--- src/rtl/tdm_demux_rx.sv ---
// rtl/tdm_demux_rx.sv - 4-channel TDM receive demultiplexer with frame lock tracking
//
// Purpose: accepts one slot word per valid cycle, slot 0 marked by in_sof, and
// steers each word to its channel register while tracking frame alignment
// through a HUNT/LOCKED state machine.
//
// Ports:
//   clk        rising-edge clock
//   rst        synchronous active-high reset
//   in_valid   word present on in_data
//   in_data    slot word (DATA_W bits)
//   in_sof     marks in_data as slot 0 (qualified by in_valid)
//   ch_data    channel registers, channel k at [k*DATA_W +: DATA_W]
//   ch_valid   one-cycle per-channel update strobe
//   frame_done one-cycle pulse when slot 3 of a locked frame is accepted
//   slot       slot index expected for the next accepted word
//   locked     high while in LOCKED
//   sync_err   one-cycle pulse on an alignment violation
//
// Build option: TDM_FRAME_LATCH_EN - collect a frame in a shadow bank and
// publish all four channels together when slot 3 is accepted.

module tdm_demux_rx #(
  parameter int DATA_W = 8,
  parameter int NUM_CH = 4
) (
  input  logic                     clk,
  input  logic                     rst,
  input  logic                     in_valid,
  input  logic [DATA_W-1:0]        in_data,
  input  logic                     in_sof,
  output logic [NUM_CH*DATA_W-1:0] ch_data,
  output logic [NUM_CH-1:0]        ch_valid,
  output logic                     frame_done,
  output logic [1:0]               slot,
  output logic                     locked,
  output logic                     sync_err
);

  typedef enum logic {
    HUNT   = 1'b0,
    LOCKED = 1'b1
  } state_t;

  state_t                    state_q;
  logic [1:0]                slot_q;
  logic [NUM_CH*DATA_W-1:0]  ch_data_q;
  logic [NUM_CH-1:0]         ch_valid_q;
  logic                      frame_done_q;
  logic                      sync_err_q;

`ifdef TDM_FRAME_LATCH_EN
  // Slots 1..2 are always rewritten after any slot-0 word before slot 3 can
  // publish, so stale shadow contents after an error never reach ch_data.
  logic [DATA_W-1:0]         shadow_q [NUM_CH];
`endif

  always_ff @(posedge clk) begin
    if (rst) begin
      state_q      <= HUNT;
      slot_q       <= 2'd0;
      ch_data_q    <= '0;
      ch_valid_q   <= '0;
      frame_done_q <= 1'b0;
      sync_err_q   <= 1'b0;
`ifdef TDM_FRAME_LATCH_EN
      for (int i = 0; i < NUM_CH; i++) shadow_q[i] <= '0;
`endif
    end else begin
      // Strobes default low so every pulse is exactly one cycle wide.
      ch_valid_q   <= '0;
      frame_done_q <= 1'b0;
      sync_err_q   <= 1'b0;
      if (in_valid) begin
        if (in_sof && (state_q == HUNT || slot_q == 2'd0 || state_q == LOCKED)) begin
          // Any SOF (first lock, normal start or early resync) restarts at slot 0.
          sync_err_q <= (state_q == LOCKED) && (slot_q != 2'd0);
          state_q    <= LOCKED;
          slot_q     <= 2'd1;
`ifdef TDM_FRAME_LATCH_EN
          shadow_q[0] <= in_data;
`else
          ch_data_q[DATA_W-1:0] <= in_data;
          ch_valid_q            <= NUM_CH'(1);
`endif
        end else if (state_q == LOCKED) begin
          if (slot_q == 2'd0) begin
            // Expected SOF did not arrive: drop the word and lose lock.
            sync_err_q <= 1'b1;
            state_q    <= HUNT;
          end else begin
            slot_q       <= slot_q + 2'd1;
            frame_done_q <= (slot_q == 2'd3);
`ifdef TDM_FRAME_LATCH_EN
            shadow_q[slot_q] <= in_data;
            if (slot_q == 2'd3) begin
              ch_data_q  <= {in_data, shadow_q[2], shadow_q[1], shadow_q[0]};
              ch_valid_q <= '1;
            end
`else
            ch_data_q[int'(slot_q)*DATA_W +: DATA_W] <= in_data;
            ch_valid_q <= NUM_CH'(1) << slot_q;
`endif
          end
        end
        // HUNT without SOF: word is dropped silently.
      end
    end
  end

  assign ch_data    = ch_data_q;
  assign ch_valid   = ch_valid_q;
  assign frame_done = frame_done_q;
  assign slot       = slot_q;
  assign locked     = (state_q == LOCKED);
  assign sync_err   = sync_err_q;

endmodule

--- config.mk ---
export PLATFORM = sky130hd
export DESIGN_NAME = tdm_demux_rx
export DESIGN_NICKNAME = d
export VERILOG_FILES = /design/src/rtl/tdm_demux_rx.sv
export SDC_FILE = /design/constraint.sdc
export NUM_CORES = 1
export LEC_CHECK = 0
export CAP_MARGIN = 10
export CORE_UTILIZATION = 41
export DETAILED_ROUTE_END_ITERATION = 16
export HOLD_SLACK_MARGIN = 0.12
export PLACE_DENSITY = 0.83
export SLEW_MARGIN = 25
export SYNTH_ARGS = -nofsm -noshare
export SYNTH_HDL_FRONTEND = slang
export SYNTH_SLANG_ARGS = --single-unit
--- constraint.sdc ---
create_clock -name clk -period 1.75 [get_ports clk]
set_input_delay 0.35 -clock clk [delete_from_list [all_inputs] [get_ports clk]]
set_output_delay 0.35 -clock clk [all_outputs]
set_load 0.02 [all_outputs]
Yosys cells after proc, flatten, opt, wreduce, memory -nomap -nowiden. Cells that the tools add are included.

Output and inout bits: 41. Flip-flop bits (word level): 41. Logic and storage cells: 46.

Bitwise logic cells: 4. Reduce and logical (&&, ||, !) cells: 11. $add $sub $neg: 2. Mux-type cells: 16. Equality and inequality tests: 2. Shift operators: 3.

Operator list (count): negator 5 -> 33 bit (1); variable shift 8 x 33 -> 32 bit, first input constant (1); indexed part select 8 x 33 -> 32 bit (1); bitwise mux 32 bit (1); 2-to-1 mux 8 bit (3); 2-to-1 mux 1 bit (9); 2-to-1 mux 2 bit (3); OR reduction 5 bit (1); NOT 1 bit (4); AND reduction 4 bit (1); nonzero test 2 bit (2); << shifter 1 x 2 -> 4 bit, first input constant (1); AND reduction 3 bit (1); adder 2 x 1 -> 2 bit, second input constant (1); equality test 2 bit, second input constant (1); logical AND 1 bit (2); zero test 2 bit (1); logical OR 1 bit (2); != test 2 bit, second input constant (1); OR reduction 2 bit (1).

Depth between registers and ports, before layout.
Word-level depth: 6. Mapped depth: 7.

Worst setup path after synthesis. No wires, ideal clock.

Kind: flip-flop to flip-flop. From: reg slot_q[0] (netlist: slot[0]). To: reg ch_data_q[10] (netlist: ch_data[10]). Setup slack: -230 ps. Setup time: 132 ps. Period minus slack after synthesis: 1980 ps. Cell stages (with the launch flop): 8. Buffers on the path: 2. Required time: 1618 ps. Arrival time: 1848 ps. Path through: dfxtp_1 > inv_1 > ha_1 > nand4bb_1 > buf_4 > buf_4 > o21ai_0 > a21oi_1.

Cells in the longest elaborated chain, start to end: 6. Elaborated cells on any way between the ends: 11. Those cells by class: add/sub: 1; shift: 2; mux: 1; bitwise: 2; reduce/logical: 5.

RTL lines: start, declared (RTL line 46) `logic [1:0] slot_q;`; start signal, assigned (RTL line 92) `slot_q <= slot_q + 2'd1;`; branches (longest 6 deep; another with negator 5 -> 33 bit); end signal, assigned by index (RTL line 83) `ch_data_q[DATA_W-1:0] <= in_data;`; end signal, assigned by index (RTL line 101) `ch_data_q[int'(slot_q)*DATA_W +: DATA_W] <= in_data;`; end, declared (RTL line 47) `logic [NUM_CH*DATA_W-1:0] ch_data_q;`.

Parallel ways; which one is timed is not known. A chain may end at the register's enable or synchronous reset.

Worst setup path in the final report.
From: reg slot_q[0] (netlist: slot[0]). To: reg ch_data_q[20] (netlist: ch_data[20]).

Same word-level chain as after synthesis.

==> results.md <==
* Max clock buf depth at 2
* Non-filler cells, final at 297
* WS Path Type: flip-flop to flip-flop
* Cts hold-fix bufs at 0
* Grt ovf at 0
* Initial antenna violation count at 0
* RSZ-0062 raised after global routing: false
* Row Count at 23
* Min Tclk post-route at roughly 1600 ps
* Setup TNS at 0 ps
* CTS H-tree depth at 2
* Drc violations at 0
* Critical Path Fanout Max at 6
* Final nets at ~270
* Worst Skew at roughly 1.7 ps
* Gpl congestion at around 0.81
* Worst min path class: flip-flop to flip-flop
* Port Buffers at between 50 and 60
* Setup violations, final at 0
* Detail Route Antenna Nets at 0
* Placed Area at between 0.002 and 0.0025 sq mm
* Period utilization at between 90% and 100%
* Initial Utilization at a little over two fifths
* Worst hold slack at 459 ps
* Share of the synthesized area in the top cell type at about 47%
* DRT iter0 DRCs at 109
* Outcome: finished, final reports clean
* Final hold violations at 0
* CTS clk-pin slew, worst paths at approximately 80 ps
* Final HPWL DP at 3.12 mm
* Avg Inst Size Synth at a little over 9 sq um
* Yosys warns at 0
* Number of antenna diodes at 0
* Synth Instances at 192
* Max-slew violations at 0
* Chip height at between 60 and 70 um
* Max-slew headroom at 72.8%
* Slowest cell on crit path: ha_2
* Tot GR Track Use at a little over a fifth
* Clk Latency, worst-skew pair at between 200 and 300 ps
* WP data arrival at 1860 ps
* Measured slew at the worst slew-check pin at between 400 and 500 ps
* Final wirelength at roughly 4.6 mm
* Area leader, netlist: dfxtp_1
* Largest net degree at the start of global routing at 42
* Core Footprint at around 0.0040 sq mm
* Fmax at slightly above 0.6 GHz
* Via count at about 1700
* Leakage Power at about 0.86 nW
* Syn_nets at 210
* TritonCTS clock tree: built
* Sequential area share after synthesis at a little under half
* Max_cap viols at 0
* Top Ports at between 50 and 60
* Layout cells sized above 1 at 10.9%
* Worst Path Required at between 1500 and 2000 ps
* CP bufs+invs at 2
* Synth Register Bits at 41
* Worst setup EP type: flip-flop
* First-pass GRT wire length at around 7.3 mm
* Inst Count DP at between 200 and 300
* Detailed Routing Iterations Pass 1 at 4
* Cell variety after synth at 30
* Worst setup SP type: flip-flop
* Fill cell count at ~360
* Vias per std cell at between 5 and 6
* Routed wire per std cell at 15.3 um
* Num CTS Buffers at 5
* CP delay by family, top: adder cells
* Vias in the first global route at 1515
* Ordered list of cells on the worst path: inv_1 > ha_2 > nor4b_4 > buf_4 > nand4_1 > a21oi_1
* Root buf cell: clkbuf_8
* Clock net sink count at between 40 and 50
* Final instance area at 0.00246 sq mm
* Mapped Area at ~0.0017 sq mm
* Die extent in x at between 60 and 70 um
* Power Dens Cells at approximately 760 mW/mm^2
* Synth-to-layout area growth at 41.3%
* Crit path largest cell delay at between 400 and 500 ps
* Die area at around 0.0045 sq mm
* Top post-synthesis cells by area: dfxtp_1 (47%), a21oi_1 (10%), nand4_1 (8.3%), o21ai_0 (6.9%), ha_1 (4.3%)
* Worst-case vdd ir drop at around 0.45 mV
## Yosys cell counts
master / number
nand2_1: 19
o211ai_1: 1
buf_2: 3
and2_1: 1
nor3b_1: 1
o21ai_1: 1
nand4_1: 23
clkbuf_1: 6
nor4bb_1: 1
and4bb_4: 1
nor2b_1: 1
o22a_1: 1
a21o_1: 1
nor4_1: 3
a21oi_1: 35
inv_1: 5
a211oi_1: 1
nand2b_1: 1
nand4b_1: 1
and4bb_1: 1
nand4bb_1: 1
nor2_1: 2
buf_6: 4
clkbuf_2: 1
o21ai_0: 24
nor4b_4: 2
dfxtp_1: 41
ha_1: 6
buf_4: 3
and3b_2: 1
## worst min-delay path, cell delays in order (launching register included)
cell     delay (ps)
dfxtp_1         310
nand2_1          50
a21oi_1          50
## kinds of logic (layout without fill, tap and decap cells)
kind of cell	after synthesis	count (layout)	synth area share [%]
AOI/OAI and AO/OA	64	64	19.1
buffers and inverters	22	77	7.40
and+or+nand+nor	59	59	22.1
DFF	41	41	47.2
adders and majority gates	6	6	4.31
## placed cells by master, fill, tap and decap left out, types with 2 or more instances in the layout
| cell type | instances |
|---|---|
| dlygate4sd2_1 | 2 |
| clkdlybuf4s50_1 | 49 |
| dfxtp_1 | 39 |
| nand2_1 | 19 |
| nor4b_4 | 2 |
| nor2_1 | 2 |
| clkbuf_8 | 5 |
| nand4_1 | 23 |
| buf_4 | 10 |
| ha_1 | 5 |
| nor4_1 | 3 |
| inv_1 | 5 |
| o21ai_0 | 24 |
| a21oi_1 | 35 |
| buf_12 | 3 |
## layer usage
| metal | global-route usage [%] | routed length, um | up-vias |
|---|---|---|---|
| li1 | - | - | 801 |
| met4 | 8.24 | 70 | 0 |
| met5 | 0 | 0 | - |
| met2 | 35.3 | 2250 | 66 |
| met3 | 5.24 | 256 | 8 |
| met1 | 27.6 | 1980 | 778 |
## power by group
group	switching, mW	internal (mW)	leakage [nW]
clock	0.318	0.415	0.0540
sequential	0.00764	0.945	0.333
combinational	0.107	0.0845	0.475
## layout make-up
cell class	instances	area, sq um	share of cell area [%]
tap	50	62.6	2.54
timing repair buffer	65	656	26.7
clock buffer	5	68.8	2.80
multi-input combinational	129	793	32.2
inverter	5	18.8	0.763
clock inverter	2	35.0	1.42
sequential	41	826	33.6
## through the flow
stage / setup slack [ps] / power, mW / util [%]
final: 118 / 1.88 / 61.1
after global routing: 13.0 / 1.94 / 61.1
after CTS: 14.1 / 1.88 / 60.6
after detailed placement: 47.7 / 1.16 / 58.0
after global placement: 80.9 / 1.16 / 58.0
after floorplan: 62.7 / 1.07 / -
## state kept, by name (all words and copies together), names as in the netlist
name and cells:
frame_done 1, locked 1, ch_valid 4, sync_err 1, ch_data 32, slot 2
## worst paths after layout
path              depth (start not counted)  slack, ps        from           to
hold / removal                            2        460  ch_data[2]   ch_data[2]
hold reg to reg                           2        460  ch_data[2]   ch_data[2]
setup reg to reg                          6        120     slot[0]  ch_data[20]
setup / recovery                          6        120     slot[0]  ch_data[20]
## repair_timing
item                                    CTS  global route
resized for setup                         2             2
buffers inserted                          0             2
endpoints found under the setup margin    2            19
Power figures use the tool's default switching activity.
